File: src/rtl/uart_rx.sv
// UART receiver: 16x oversampled start qualification, mid-bit sampling, optional
// parity, stop check, and a one-entry valid/ready holding register.
//
// state  | meaning
// IDLE   | line idle, waiting for a low sample on a tick
// START  | start bit seen, confirm it is still low at mid-bit
// DATA   | sampling data bits, LSB first
// PARITY | sampling the parity bit
// STOP   | sampling the stop bit, delivers the character
// BREAK  | stop bit was low, wait for the line to return high
module uart_rx #(
  parameter int DATA_BITS  = 8,
  parameter bit PARITY_EN  = 1'b0,
  parameter bit PARITY_ODD = 1'b0
) (
  input  logic                 clk,
  input  logic                 rst,
  input  logic                 rx_clk_en,
  input  logic                 rxd,
  output logic [DATA_BITS-1:0] rx_data,
  output logic                 rx_valid,
  input  logic                 rx_ready,
  output logic                 rx_parity_err,
  output logic                 rx_frame_err,
  output logic                 rx_overrun
);

  typedef enum logic [2:0] {
    IDLE,
    START,
    DATA,
    PARITY,
    STOP,
    BREAK
  } state_t;

  localparam logic [2:0] LAST_BIT = 3'(DATA_BITS - 1);

  state_t               state, state_nxt;
  logic [3:0]           cnt, cnt_nxt;
  logic [2:0]           bit_idx, bit_idx_nxt;
  logic [DATA_BITS-1:0] shift, shift_nxt;
  logic                 par_err, par_err_nxt;
  logic                 deliver;
  logic                 stop_low;
  logic                 rxd_meta, rxd_s;

  // synchroniser idles high so reset never looks like a start bit
  always_ff @(posedge clk or posedge rst) begin
    if (rst) begin
      rxd_meta <= 1'b1;
      rxd_s    <= 1'b1;
    end else begin
      rxd_meta <= rxd;
      rxd_s    <= rxd_meta;
    end
  end

  always_ff @(posedge clk or posedge rst) begin
    if (rst) begin
      state   <= IDLE;
      cnt     <= '0;
      bit_idx <= '0;
      shift   <= '0;
      par_err <= 1'b0;
    end else begin
      state   <= state_nxt;
      cnt     <= cnt_nxt;
      bit_idx <= bit_idx_nxt;
      shift   <= shift_nxt;
      par_err <= par_err_nxt;
    end
  end

  always_comb begin
    state_nxt   = state;
    cnt_nxt     = cnt;
    bit_idx_nxt = bit_idx;
    shift_nxt   = shift;
    par_err_nxt = par_err;
    deliver     = 1'b0;
    stop_low    = 1'b0;
    if (rx_clk_en) begin
      cnt_nxt = cnt + 4'd1;
      unique case (state)
        IDLE: begin
          cnt_nxt = '0;
          if (!rxd_s) state_nxt = START;
        end
        START: begin
          if (cnt == 4'd7) begin
            cnt_nxt     = '0;
            bit_idx_nxt = '0;
            par_err_nxt = 1'b0;
            state_nxt   = rxd_s ? IDLE : DATA;
          end
        end
        DATA: begin
          // counter wraps 15 -> 0, so the next bit period starts automatically
          if (cnt == 4'd15) begin
            shift_nxt[bit_idx] = rxd_s;
            bit_idx_nxt        = bit_idx + 3'd1;
            if (bit_idx == LAST_BIT) state_nxt = PARITY_EN ? PARITY : STOP;
          end
        end
        PARITY: begin
          if (cnt == 4'd15) begin
            par_err_nxt = ((^shift) ^ rxd_s) != PARITY_ODD;
            state_nxt   = STOP;
          end
        end
        STOP: begin
          if (cnt == 4'd15) begin
            deliver   = 1'b1;
            stop_low  = !rxd_s;
            state_nxt = rxd_s ? IDLE : BREAK;
          end
        end
        BREAK: begin
          cnt_nxt = '0;
          if (rxd_s) state_nxt = IDLE;
        end
        default: state_nxt = IDLE;
      endcase
    end
  end

  // a delivery wins over a same-cycle consume; overrun only if nobody took the old one
  always_ff @(posedge clk or posedge rst) begin
    if (rst) begin
      rx_data       <= '0;
      rx_valid      <= 1'b0;
      rx_parity_err <= 1'b0;
      rx_frame_err  <= 1'b0;
      rx_overrun    <= 1'b0;
    end else begin
      rx_overrun <= 1'b0;
      if (deliver) begin
        rx_data       <= shift;
        rx_parity_err <= par_err;
        rx_frame_err  <= stop_low;
        rx_valid      <= 1'b1;
        rx_overrun    <= rx_valid && !rx_ready;
      end else if (rx_valid && rx_ready) begin
        rx_valid <= 1'b0;
      end
    end
  end

endmodule

File: config.mk
export PLATFORM = sky130hd
export DESIGN_NAME = uart_rx
export DESIGN_NICKNAME = d
export VERILOG_FILES = /design/src/rtl/uart_rx.sv
export SDC_FILE = /design/constraint.sdc
export NUM_CORES = 1
export LEC_CHECK = 0
export CAP_MARGIN = 20
export CORE_MARGIN = 1
export CORE_UTILIZATION = 50
export DETAILED_ROUTE_END_ITERATION = 7
export DONT_BUFFER_PORTS = 1
export PLACE_DENSITY_LB_ADDON = 0.08
export REMOVE_ABC_BUFFERS = 1
export SLEW_MARGIN = 0
export SYNTH_ARGS = -nofsm -noshare
export SYNTH_HDL_FRONTEND = slang
export SYNTH_SLANG_ARGS = --single-unit
File: constraint.sdc
create_clock -name clk -period 5.48 [get_ports clk]
set_clock_uncertainty 0.15 [all_clocks]
set_input_delay 1.096 -clock clk [delete_from_list [all_inputs] [get_ports clk]]
set_output_delay 1.096 -clock clk [all_outputs]
set_load 0.01 [all_outputs]
## Yosys cells after proc, flatten, opt, wreduce, memory -nomap -nowiden

Cells that the tools add are included.

- Bitwise gates (word level): 1
- Muxes and demuxes: 30
- Eq/ne operators: 15
- $lt $le $gt $ge: 2
- $add $sub $neg: 2
- Reduce and logical (&&, ||, !) cells: 15

Operators with widths:

| operator | count |
|---|---|
| 3-bit two-way mux | 10 |
| 3-bit one-hot mux with 6 select lines | 1 |
| 2-bit != test (second input constant) | 7 |
| 1-bit two-way mux | 12 |
| 3-bit == test (second input constant) | 3 |
| 8-bit bitwise mux | 1 |
| 4-bit one-hot mux with 2 select lines | 1 |
| 4-bit AND reduction | 2 |
| 8-bit AND reduction | 1 |
| 8-bit XOR reduction | 1 |
| 3-bit by 2-bit == test with 1-bit output (second input constant) | 2 |
| 3-bit one-hot mux with 2 select lines | 1 |
| 2-bit nonzero test | 3 |
| 4-bit by 1-bit adder with 4-bit output (second input constant) | 1 |
| 4-bit by 3-bit == test with 1-bit output (second input constant) | 1 |
| 4-bit == test (second input constant) | 1 |
| 3-bit by 4-bit < comparator with 1-bit output (second input constant) | 1 |
| 4-bit two-way mux | 1 |
| 3-bit by 1-bit adder with 3-bit output (second input constant) | 1 |
| 1-bit demux with 3-bit select | 1 |
| 3-bit by 1-bit == test with 1-bit output (second input constant) | 1 |
| 3-bit by 1-bit >= comparator with 1-bit output (second input constant) | 1 |
| 1-bit logical AND | 3 |
| 3-bit logical NOT | 1 |
| 6 further kinds | 7 |

- Register bits: 33
- Output and inout port bits: 12
- Word-level logic and storage cells: 77

## Logic depth before layout (Yosys ltp)

- Depth in word-level cells: 5
- Depth in mapped cells: 7

## Worst setup path after synthesis

Ideal clock, no wire load.

- Kind: in2reg
- From: input rx_clk_en
- To: register rx_data[0]
- Stages on the path: 5
- Buffers on the path: 2
- Path slack: 3219 ps
- Arrival time: 1986 ps
- Path through: and3_4 -> and4_4 -> buf_6 -> buf_12 -> mux2_4

- Word-level cells in the longest chain between the ends: 1

RTL lines:

| element | RTL line | RTL |
|---|---|---|
| start, declared | 18 | `input logic rx_clk_en,` |
| 1-bit two-way mux | 83 | `if (rx_clk_en) begin` |
| end signal, assigned | 139 | `rx_data <= shift;` |
| end, declared | 20 | `output logic [DATA_BITS-1:0] rx_data,` |

No other way between the ends.
A chain may end at the register's enable or synchronous reset.

## Final worst setup path

- From: register bit_idx[0]
- To: register state[0]

- Word-level cells in the longest chain between the ends: 3

RTL lines:

| element | RTL line | RTL |
|---|---|---|
| start, declared | 41 | `logic [2:0] bit_idx, bit_idx_nxt;` |
| start signal, assigned | 69 | `bit_idx <= bit_idx_nxt;` |
| 3-bit == test | 103 | `if (bit_idx == LAST_BIT) state_nxt = PARITY_EN ? PARITY : STOP;` |
| 2-bit != test (no source line) | -- |  |
| 8-bit AND reduction (no source line) | -- |  |
| end signal, assigned | 67 | `state <= state_nxt;` |
| end, declared | 39 | `state_t state, state_nxt;` |

No other way between the ends.

==> results.py <==
metrics = {
    "sta": {
        "grt_setup_unrepaired": "no",
        "tightest_slew_ns": 0.429,
        "min_period_ns": 2.05,
        "fin_setup_tns_ns": 0,
        "drv_slew": 0,
        "max_freq_ghz": 0.488,
        "finalSetupViolations": 0,
        "final_hold_viol_count": 0,
        "slew_headroom_pct": 71.4,
        "finalCritPeriodShare_pct": 37.4,
    },
    "drt": {
        "drt_iter0_drc": 42,
        "via_per_inst": 5.55,
        "finalWirelength_um": 2980,
        "drtPass1Iterations": 4,
        "drc_errors": 0,
        "wl_per_cell_um": 15.6,
        "ant_nets": 0,
        "num_vias": 1061,
    },
    "floorplanning": {
        "initial_core_util_pct": 52.6,
        "die_w_um": 61.5,
        "floorplan.rows": 21,
        "pin_count": 17,
        "die_area_um2": 3780,
        "die_h_um": 61.5,
        "core_um2": 3360,
    },
    "cts": {
        "postCtsSetupBuffers": 0,
        "htreeDepth": 2,
        "cts-root-buf": "clkbuf_4",
        "cts_buffer_depth": 2,
        "cts_resized": 0,
        "clk_latency_ns": 0.34,
        "path_clk_slew_ns": 0.10,
        "hold_buffers": 0,
        "cts.sinks": 33,
        "tritoncts": "done",
        "numCtsBuffers": 5,
    },
    "yosys": {
        "ys_ff_latch": 33,
        "async_reset_ff_share_pct": 100,
        "synth_top_cell_by_area": "dfrtp_1",
        "syn_area_per_cell_um2": 12.2,
        "synth_top_family_by_area": "multiplexers",
        "synth-xor-area-share_pct": 5.73,
        "yosys-top-cells-count": "31 x dfrtp_1, 12 x mux2_2, 9 x nand2_1",
        "synthDistinctLibCells": 46,
        "synth-edff-count": 0,
        "netlist_area_um2": 1770,
        "synth_fa_ha_area_share_pct": 2.12,
        "synth_most_common_cell": "dfrtp_1",
        "synthSimpleGateAreaFrac_pct": 15.1,
        "yosysWarnings": 0,
        "netlist_top_cells_area": "dfrtp_1 44%, mux2_2 7.6%, mux2_4 5.9%",
        "synth_ff_type": "dfrtp_1",
        "ys_seq_area_share_pct": 46.9,
        "synth_compound_area_share_pct": 7.71,
        "synth_mux_area_share_pct": 16.4,
        "syn_inst": 145,
        "netlist.area_leader.share_pct": 43.9,
    },
    "layout": {
        "nNetsFinal": 152,
        "num_antenna_cells": 0,
        "fillers": 313,
        "multi_input_area_um2": 833,
        "areaGrowthSynthToFinish_pct": 3.75,
        "drive_gt1_share_pct": 28.3,
        "fin_cells": 191,
        "seq_area_um2": 828,
    },
    "setup_path": {
        "critPathArrivalTime_ns": 2.13,
        "path_max_fanout": 8,
        "timing.rr.start": "bit_idx[0]$_DFFE_PP0P_",
        "critPathKind": "register to register",
        "cp-endpoint": "state[0]$_DFFE_PP0P_",
        "worst_r2r_path_depth": 6,
        "required_ns": 5.56,
        "end_kind": "register",
        "r2r_slack_ns": 3.43,
        "startpoint": "bit_idx[0]$_DFFE_PP0P_",
        "start_kind": "register",
        "r2r_end": "state[0]$_DFFE_PP0P_",
    },
    "placed_design": {
        "port_buffers": 0,
        "hpwl_um": 2040,
        "placed_cells": 183,
        "gp_congestion": 0.833,
    },
    "global_routing": {
        "gr-total-overflow": 0,
        "grt_max_degree": 27,
        "grt_pass1_vias": 1061,
        "antenna_found_initial": 0,
        "grt.busiest_layer": "met2",
        "grt_usage_pct": 18.5,
        "grt_use_met1_pct": 25.4,
        "use_met3_pct": 6.09,
        "global_route.usage.met2_pct": 26.4,
        "grt_pass1_wl_um": 4960,
    },
    "power": {
        "ir_drop_mv": 0.262,
        "p_leak_nw": 0.844,
        "powerDensity_nw_per_um2": 448,
    },
    "job": {
        "cap_violations": 0,
    },
    "hold_path": {
        "hold_path_class": "register to register",
    },
    "status": {
        "status": "completed",
    },
}
critical path, cell delays in order (launching register included):
cell and delay [ns]:
dfrtp_1 0.51, ha_1 0.25, ha_1 0.18, a211o_1 0.29, o21ai_1 0.18, a21oi_2 0.08, mux2_4 0.30
flip-flops by register name, summed over array words and instances, names as in the netlist:
register and flops:
shift 8, rx_parity_err 1, rx_data 8, bit_idx 3, rxd_s 1, state 3, rx_frame_err 1, rxd_meta 1
cnt 4, rx_overrun 1, par_err 1, rx_valid 1
layout make-up:
cell class | instances | area share (%)
clock inverters | 1 | 1.64
multi-input cells | 97 | 45.4
inverters | 6 | 1.23
flip-flops and latches | 33 | 45.2
well taps | 46 | 3.14
clock buffers | 7 | 3.00
repair buffers | 1 | 0.409
cells by family after synthesis:
kind of cell,count (synthesis)
AND/OR/NAND/NOR,41
flip-flops,33
multiplexers,24
AO/OA/AOI/OAI,19
buffers and inverters,15
XOR/XNOR,10
adder cells (fa/ha/maj),3
cell usage in the layout, fill, tap and decap left out, drive strengths merged, types with 2 or more instances in the layout:
cell type	synthesis	routed
a211oi	2	2
o21a	2	2
a21o	2	2
nor3	5	5
mux2	19	19
o21ai	4	4
dfrtp	31	31
o22ai	3	3
nor3b	2	2
mux2i	5	5
nand2	9	9
dfstp	2	2
inv	6	6
nand3	4	4
clkbuf	3	7
a21oi	2	2
nor2b	3	3
nand3b	2	2
and3	3	3
ha	3	3
xnor2	8	8
nor2	6	6
how the worst min path moves through the flow:
stage / from / to / slack (ns) / cells after the start
after floorplan: rxd_meta$_DFF_PP1_ / rxd_s$_DFF_PP1_ / 0.20 / 0
after global placement: rxd_meta$_DFF_PP1_ / rxd_s$_DFF_PP1_ / 0.20 / 0
after detailed placement: rxd_meta$_DFF_PP1_ / rxd_s$_DFF_PP1_ / 0.20 / 0
after CTS: rxd_meta$_DFF_PP1_ / rxd_s$_DFF_PP1_ / 0.21 / 0
after global routing: rxd_meta$_DFF_PP1_ / rxd_s$_DFF_PP1_ / 0.22 / 0
final: rxd_meta$_DFF_PP1_ / rxd_s$_DFF_PP1_ / 0.21 / 0
power breakdown:
part	total, mW	internal, mW	switching, mW
registers	0.370	0.290	0.0802
logic	0.260	0.145	0.114
clock network	0.192	0.109	0.0832
metrics by stage:
stage          instance area, µm²  total power, mW  utilization, %  setup slack [ns]  hold slack (ns)
2_1_floorplan                1680            0.578               -              3.25            0.195
3_3_place_gp                 1750            0.625            52.0              3.17            0.200
3_5_place_dp                 1750            0.634            52.0              3.14            0.200
4_1_cts                      1830            0.830            54.5              3.43            0.215
5_1_grt                      1830            0.879            54.5              3.35            0.217
6_report                     1830            0.822            54.5              3.43            0.213
layer usage:
layer  share of wire [%]  vias up  routed length [µm]
met5                   0        -                   0
met4                 2.4        0                  70
met3                 4.8        8                 143
met2                  44       25                1310
met1                  49      525                1460
li1                    -      503                   -
No activity file was read; power rests on OpenSTA's default activity.
